## config.mk

```make
export PLATFORM = sky130hd
export DESIGN_NAME = calc_unit
export DESIGN_NICKNAME = d
export VERILOG_FILES = /design/src/rtl/calc_unit.sv
export SDC_FILE = /design/constraint.sdc
export NUM_CORES = 2
export LEC_CHECK = 0
export CORE_MARGIN = 2
export CORE_UTILIZATION = 50
export CTS_BUF_LIST = sky130_fd_sc_hd__clkbuf_16
export CTS_CLUSTER_DIAMETER = 60
export CTS_CLUSTER_SIZE = 20
export DETAILED_ROUTE_END_ITERATION = 8
export GPL_ROUTABILITY_DRIVEN = 0
export PLACE_DENSITY = 0.75
export RECOVER_POWER = 25
export SLEW_MARGIN = 20
export SYNTH_ARGS = -nofsm -noshare
export SYNTH_HDL_FRONTEND = slang
export SYNTH_SLANG_ARGS = --single-unit
```

## constraint.sdc

```tcl
create_clock -name clk -period 11.94 [get_ports clk]
set_input_delay 1.194 -clock clk [delete_from_list [all_inputs] [get_ports clk]]
set_output_delay 1.194 -clock clk [all_outputs]
set_load 0.005 [all_outputs]
```

## src/rtl/calc_unit.sv

```systemverilog
// Multi-cycle signed calculator datapath: single-cycle mul/add/sub, restoring divide/modulo,
// display range check. Define CALC_SAT_EN to clamp out-of-range results instead of flagging err.
module calc_unit #(
    parameter int unsigned W         = 32,
    parameter int          MIN_VAL   = -100000,
    parameter int          MAX_VAL   = 1000000,
    parameter logic [31:0] ERR_CODE  = 32'h00EE0000,
    parameter logic [31:0] NULL_CODE = 32'h00CC0000
) (
    input  logic                clk,
    input  logic                rst,
    input  logic                start,
    input  logic [2:0]          operator,
    input  logic signed [W-1:0] operand1,
    input  logic signed [W-1:0] operand2,
    output logic                busy,
    output logic                done,
    output logic signed [W-1:0] ans,
    output logic                err
);
    localparam int unsigned W2    = 2 * W;
    localparam int unsigned CW    = 64;
    localparam int unsigned CNT_W = $clog2(W);

    localparam logic [2:0] OP_MUL = 3'd1;
    localparam logic [2:0] OP_DIV = 3'd2;
    localparam logic [2:0] OP_ADD = 3'd3;
    localparam logic [2:0] OP_SUB = 3'd4;
    localparam logic [2:0] OP_MOD = 3'd5;

    typedef enum logic [1:0] {IDLE, EXEC, DIV, CHECK} state_t;

    state_t                state_q, state_d;
    logic [2:0]            op_q;
    logic signed [W-1:0]   a_q, b_q;
    logic signed [W2-1:0]  res_q;
    logic                  null_q, dz_q, dv_q;
    logic [W-1:0]          quo_q, rem_q, dvs_q;
    logic [CNT_W-1:0]      cnt_q;

    logic                  is_div_c, is_arith_c;
    logic [W-1:0]          mag_a_c, mag_b_c;
    logic [W:0]            rem_sh_c, diff_c;
    logic                  q_bit_c;
    logic [W-1:0]          rem_nx_c;
    logic [W2-1:0]         div_mag_c;
    logic                  div_neg_c;
    logic signed [W2-1:0]  num_c;
    logic signed [CW-1:0]  num_l_c;
    logic signed [W-1:0]   ans_c;
    logic                  err_c;

    assign is_div_c   = (op_q == OP_DIV) || (op_q == OP_MOD);
    assign is_arith_c = (op_q == OP_MUL) || (op_q == OP_ADD) || (op_q == OP_SUB);
    assign mag_a_c    = a_q[W-1] ? W'(-a_q) : W'(a_q);
    assign mag_b_c    = b_q[W-1] ? W'(-b_q) : W'(b_q);

    // One restoring-division step: shift in the next dividend bit, subtract if it fits
    assign rem_sh_c = {rem_q, quo_q[W-1]};
    assign diff_c   = rem_sh_c - {1'b0, dvs_q};
    assign q_bit_c  = ~diff_c[W];
    assign rem_nx_c = q_bit_c ? diff_c[W-1:0] : rem_sh_c[W-1:0];

    // Sign is applied at 2W so that most-negative / -1 stays positive
    assign div_mag_c = (op_q == OP_MOD) ? {{W{1'b0}}, rem_q} : {{W{1'b0}}, quo_q};
    assign div_neg_c = (op_q == OP_MOD) ? a_q[W-1] : (a_q[W-1] ^ b_q[W-1]);
    assign num_c     = dv_q ? (div_neg_c ? $signed(-div_mag_c) : $signed(div_mag_c)) : res_q;
    assign num_l_c   = CW'(num_c);

    always_comb begin
        ans_c = W'(num_c);
        err_c = 1'b0;
        if (null_q) begin
            ans_c = W'(NULL_CODE);
        end else if (dz_q) begin
            ans_c = W'(ERR_CODE);
            err_c = 1'b1;
        end else if (num_l_c >= CW'(MAX_VAL) || num_l_c <= CW'(MIN_VAL)) begin
`ifdef CALC_SAT_EN
            ans_c = (num_l_c >= CW'(MAX_VAL)) ? W'(MAX_VAL - 1) : W'(MIN_VAL + 1);
`else
            ans_c = W'(ERR_CODE);
            err_c = 1'b1;
`endif
        end
    end

    always_ff @(posedge clk or negedge rst) begin
        if (!rst) state_q <= IDLE;
        else      state_q <= state_d;
    end

    always_comb begin
        state_d = state_q;
        case (state_q)
            IDLE:    if (start) state_d = EXEC;
            EXEC:    state_d = (is_div_c && b_q != '0) ? DIV : CHECK;
            DIV:     if (cnt_q == '0) state_d = CHECK;
            CHECK:   state_d = IDLE;
            default: state_d = IDLE;
        endcase
    end

    // Operand capture, single-cycle execute and divider iteration
    always_ff @(posedge clk or negedge rst) begin
        if (!rst) begin
            op_q   <= '0;
            a_q    <= '0;
            b_q    <= '0;
            res_q  <= '0;
            null_q <= 1'b0;
            dz_q   <= 1'b0;
            dv_q   <= 1'b0;
            quo_q  <= '0;
            rem_q  <= '0;
            dvs_q  <= '0;
            cnt_q  <= '0;
        end else begin
            case (state_q)
                IDLE: if (start) begin
                    op_q <= operator;
                    a_q  <= operand1;
                    b_q  <= operand2;
                end
                EXEC: begin
                    null_q <= !is_arith_c && !is_div_c;
                    dz_q   <= is_div_c && (b_q == '0);
                    dv_q   <= is_div_c && (b_q != '0);
                    case (op_q)
                        OP_MUL:  res_q <= W2'(a_q) * W2'(b_q);
                        OP_ADD:  res_q <= W2'(a_q) + W2'(b_q);
                        OP_SUB:  res_q <= W2'(a_q) - W2'(b_q);
                        default: res_q <= '0;
                    endcase
                    quo_q <= mag_a_c;
                    rem_q <= '0;
                    dvs_q <= mag_b_c;
                    cnt_q <= CNT_W'(W - 1);
                end
                DIV: begin
                    quo_q <= {quo_q[W-2:0], q_bit_c};
                    rem_q <= rem_nx_c;
                    cnt_q <= cnt_q - CNT_W'(1);
                end
                default: ;
            endcase
        end
    end

    always_ff @(posedge clk or negedge rst) begin
        if (!rst) begin
            busy <= 1'b0;
            done <= 1'b0;
            ans  <= '0;
            err  <= 1'b0;
        end else begin
            busy <= (state_d != IDLE);
            done <= (state_q == CHECK);
            if (state_q == CHECK) begin
                ans <= ans_c;
                err <= err_c;
            end
        end
    end
endmodule
```

* After elaboration in Yosys (flattened, before gate mapping)
Cells that the tools add are included. Widths: inputs -> output; s select.
Word-level totals: register bits after elaboration 272, input bits 70, output and inout bits 35
Cells by class: add/sub/neg operators 7, multiply operators 1, order comparisons 2, equality and inequality tests 8, muxes and demuxes 21, bitwise logic cells 2, reduce and logical (&&, ||, !) cells 16
Operator list (count):
- $mux 32 | 7
- $pmux 64 s3 | 1
- $mux 64 | 2
- $pmux 32 s2 | 2
- $ge 64x21->1 const B | 1
- $le 64x18->1 const B | 1
- $mul 32x32->64 | 1
- $neg 32->32 | 2
- $neg 32->64 | 1
- $add 32x32->33 | 1
- $sub 32x32->33 | 1
- $sub 33x32->33 | 1
- $logic_not 32->1 | 1
- $reduce_bool 32->1 | 1
- $pmux 5 s2 | 1
- $pmux 2 s4 | 1
- $eq 3x2->1 const B | 2
- $eq 3x3->1 const B | 2
- $logic_not 5->1 | 1
- $mux 1 | 5
- $sub 5x1->5 const B | 1
- $eq 2x2->1 const B | 2
- $logic_or 1x1->1 | 4
- $mux 2 | 2
- other kinds (9) | 13

* Depth between registers and ports, before layout
depth after elaboration 10, mapped depth 33, mapped depth without buffers 30

* Worst setup path after synthesis
No wires, ideal clock.
path kind register to register, start register a_q[31], end register res_q[60], library setup time 0.126 ns, arrival 8.373 ns, setup slack 3.441 ns, stages on the path, launching flop included 32, clock period less this slack 8.499 ns, path through dfrtp_1 > clkbuf_1 > clkbuf_1 > clkbuf_1 > nand2_1 > inv_1 > fa_1 > inv_1 > fa_1 > inv_1 > fa_1 > fa_1 > inv_1 > fa_1 > inv_1 > fa_1 > inv_1 > fa_1 > inv_1 > fa_1 > ha_1 > clkbuf_1 > a21oi_1 > o21ai_0 > a21o_1 > a21oi_1 > nor2_1 > a211oi_1 > o31ai_1 > a41oi_1 > xnor2_1 > a221o_1
On the way: word-level cells in the longest chain between the ends 2, elaborated cells on any way between the ends 4
Ends and longest elaborated chain:
- start: declaration | RTL line 35 | logic signed [W-1:0] a_q, b_q;
- start signal: assignment | RTL line 122 | a_q <= operand1;
- $mul 32x32->64, or another cell as far along | RTL line 130 | OP_MUL: res_q <= W2'(a_q) * W2'(b_q);
- $pmux 64 s3 * | RTL line 129 | case (op_q)
- end signal: assignment | RTL line 130
- end signal: assignment | RTL line 131 | OP_ADD: res_q <= W2'(a_q) + W2'(b_q);
- end signal: assignment | RTL line 132 | OP_SUB: res_q <= W2'(a_q) - W2'(b_q);
- end: declaration | RTL line 36 | logic signed [W2-1:0] res_q;
Mark *: on every way between the ends. The rest lies on a longest branch, timed or not. A chain may end at the register's enable or synchronous reset.

* Worst setup path after layout
start register b_q[7], end register res_q[60]
On the way: word-level cells in the longest chain between the ends 2, elaborated cells on any way between the ends 4
Ends and longest elaborated chain:
- start: declaration | RTL line 35
- start signal: assignment | RTL line 123 | b_q <= operand2;
- $mul 32x32->64, or another cell as far along | RTL line 130
- $pmux 64 s3 * | RTL line 129
Marks and branches as above.

==> impl_metrics.json <==
{
  "core_mm2": 0.1110,
  "tns_ps": 0,
  "yosysUniqueCellTypes": 88,
  "cts_resized": 0,
  "status": "finished, violations left",
  "wirelength_um": 171100,
  "cts_buffer_depth": 3,
  "post-route-util_pct": 53.38,
  "grt_start_max_net_pins": 75,
  "critPathLaunch": "b_q[7]",
  "final_antenna_net_count": 0,
  "dp_hpwl_um": 132900,
  "rsz0062_at_grt": "no",
  "ys_warn_count": 0,
  "antenna_found_initial": 4,
  "finalInstanceArea_mm2": 0.05924,
  "finalSetupViolations": 0,
  "drt_iter0_drc": 4686,
  "grt_usage_pct": 30.23,
  "cts_hold_buf": 0,
  "place_area_mm2": 0.05834,
  "fmax_mhz": 100.9,
  "htree_num_levels": 1,
  "first_pass_iters": 6,
  "vias": 45360,
  "syn_area_mm2": 0.05608,
  "preCtsSetupSlack_ps": 2262,
  "synthCells": 6240,
  "crit_family": "adder cells",
  "layout-drive-gt1-share_pct": 4.889,
  "maxCapViolCount": 6,
  "clkTransAtPathRegs_ps": 80,
  "dieArea_mm2": 0.1149,
  "cp_slowest_stage_delay_ps": 880,
  "fin_crit_sh_pct": 83.00,
  "grt_pass1_vias": 47820,
  "insertion_delay_ps": 630,
  "ys_seq_elements": 272,
  "path_common_cell": "fa_1",
  "rows": 122,
  "fp.dieH_um": 338.9,
  "cp.required_ps": 12430,
  "rr_startpoint": "b_q[7]",
  "synth-edff-count": 0,
  "regToRegSetupSlack_ps": 2030,
  "start_kind": "flip-flop",
  "synth-main-ff-cell": "dfrtp_1",
  "violations": "capacitance limit, slew limit",
  "worstPathMaxFanout": 21,
  "drc": 0,
  "crit_chain": "buf_4, inv_1, nor2_1, fa_1, inv_1, fa_1, inv_1, fa_1, fa_1, inv_1, fa_1, inv_1, fa_1, fa_1, fa_1, ha_1, nand2_1, nor2_1, nand2_1, or3_1, o31ai_1, a41oi_1, xnor2_1, a221o_1",
  "start_util_pct": 50.54,
  "diodes": 0,
  "hp-class": "reg2reg",
  "relSlewSlack_pct": -158.4,
  "worst_pin_slew_ps": 3875,
  "root_buffer": "clkbuf_16",
  "numClockSinks": 272,
  "synth-async-reset-ratio_pct": 100.0,
  "critical_path.slowest_cell": "fa_1",
  "grt_first_pass_wirelength_um": 272300,
  "finalCriticalPeriod_ps": 9911,
  "yosysSeqAreaShare_pct": 12.14,
  "cts_tree": "yes",
  "area_delta_synth_final_pct": 5.629,
  "path_buf_inv": 6,
  "port_buffers": 104,
  "hold_viol": 0,
  "synth_nets": 7686,
  "path_class": "reg2reg",
  "boundaryPins": 105,
  "arrival_ps": 10400,
  "finClkSkew_ps": 49.11,
  "hp-start": "ans[16]",
  "fin_ws_ps": 2029,
  "nets": 7544,
  "slew_viol_final": 330,
  "syn_area_per_cell_um2": 8.987,
  "cts_setup_buffers": 0,
  "critPathCaptureType": "flip-flop",
  "wl_per_cell_um": 22.50,
  "die_w_um": 338.9,
  "overflow": 0,
  "cts_buffers": 26,
  "viasPerCell": 5.965
}
## worst reg2reg max path, cell delays in order (launching register included)
cell,delay (ps)
dfrtp_1,860
buf_4,390
inv_1,140
nor2_1,540
fa_1,550
inv_1,240
fa_1,460
inv_1,230
fa_1,510
fa_1,880
inv_1,410
fa_1,580
inv_1,50
fa_1,550
fa_1,440
fa_1,470
ha_1,380
nand2_1,120
nor2_1,200
nand2_1,110
or3_1,410
o31ai_1,550
a41oi_1,230
xnor2_1,170
a221o_1,320
## cell families (layout without fill, tap and decap cells)
family / count (synthesis) / count (layout) / synth area share (%)
flip-flops: 272 / 272 / 12.14
AND/OR/NAND/NOR: 1769 / 1769 / 15.49
buffers and inverters: 1592 / 1468 / 10.71
adder cells (fa/ha/maj): 1376 / 1376 / 45.22
multiplexers: 145 / 145 / 2.838
XOR/XNOR: 174 / 174 / 2.717
AO/OA/AOI/OAI: 912 / 912 / 10.88
## through the flow
stage	hold slack, ps	cells
floorplan	454.1	6240
global placement	475.9	7558
detailed placement	473.1	7558
CTS	499.6	7604
global route	512.2	7604
finish	493.9	7604
## cell type report
cell class | count | area (µm²)
inverter | 1220 | 4579
timing repair buffer | 202 | 1763
clock inverter | 20 | 279.0
fill | 9927 | 51740
multi-input combinational | 4376 | 43290
sequential | 272 | 6810
clock buffer | 26 | 650.6
tap | 1488 | 1862
## state kept, by name (all words and copies together) (netlist names), 3 cells and up
name / cells
cnt_q: 5
ans: 32
dvs_q: 32
quo_q: 32
res_q: 64
b_q: 32
rem_q: 32
a_q: 32
op_q: 3
## synth_stat cells, types with 21 or more instances
library cell,count,area (µm²)
a211oi_1,24,180.2
a21o_1,62,465.5
a21oi_1,242,1211
a221o_1,37,370.4
a31oi_1,28,175.2
and2_1,461,2884
clkbuf_1,342,1284
dfrtp_1,272,6807
fa_1,1085,21720
ha_1,291,3641
inv_1,1216,4564
mux2_2,112,1261
mux2i_1,33,330.3
nand2_1,631,2369
nand2b_1,34,212.7
nand3_1,69,345.3
nand4_1,48,300.3
nor2_1,318,1194
nor3_1,60,300.3
nor4_1,27,168.9
o21ai_0,163,815.8
o21bai_1,29,217.7
o221ai_1,21,183.9
o22ai_1,45,281.5
o2bb2ai_1,30,262.8
o31ai_1,32,240.2
or3_1,22,137.6
xnor2_1,103,902.1
xor2_1,71,621.9
## worst paths after layout
path                                   to  cells after the start
worst max-delay path            res_q[60]                     24
worst min-delay path              ans[16]                      1
worst max register to register  res_q[60]                     24
worst min register to register    ans[16]                      1
max in group asynchronous            dv_q                      2
min in group asynchronous         b_q[18]                      1
## per-layer routing
metal | vias to the layer above | wire [µm] | track usage (%)
met5 | - | 50 | 0
met3 | 681 | 18380 | 6.713
met1 | 22810 | 63200 | 38.59
li1 | 19280 | - | -
met4 | 6 | 11730 | 16.43
met2 | 2586 | 77720 | 47.96
## layout by cell type (no fill, tap or decap), types with 15 or more instances in the layout
cell type / instances
inv_1: 1216
fa_1: 1085
nand2_1: 631
and2_1: 462
nor2_1: 316
ha_1: 289
dfrtp_1: 269
a21oi_1: 242
o21ai_0: 163
mux2_2: 112
xnor2_1: 102
clkdlybuf4s50_1: 102
buf_4: 94
xor2_1: 71
nand3_1: 69
a21o_1: 62
nor3_1: 60
nand4_1: 48
o22ai_1: 45
a221o_1: 37
nand2b_1: 34
mux2i_1: 33
o31ai_1: 32
o2bb2ai_1: 30
o21bai_1: 29
a31oi_1: 28
nor4_1: 27
clkbuf_16: 26
a211oi_1: 24
or3_1: 22
o221ai_1: 21
o21a_1: 18
a22oi_1: 18
a22o_1: 18
and3_1: 15
o211ai_1: 15
Power is left out: the tool's default activity adds up to more than one toggle a clock period on the data nets, which glitch-free logic cannot reach.
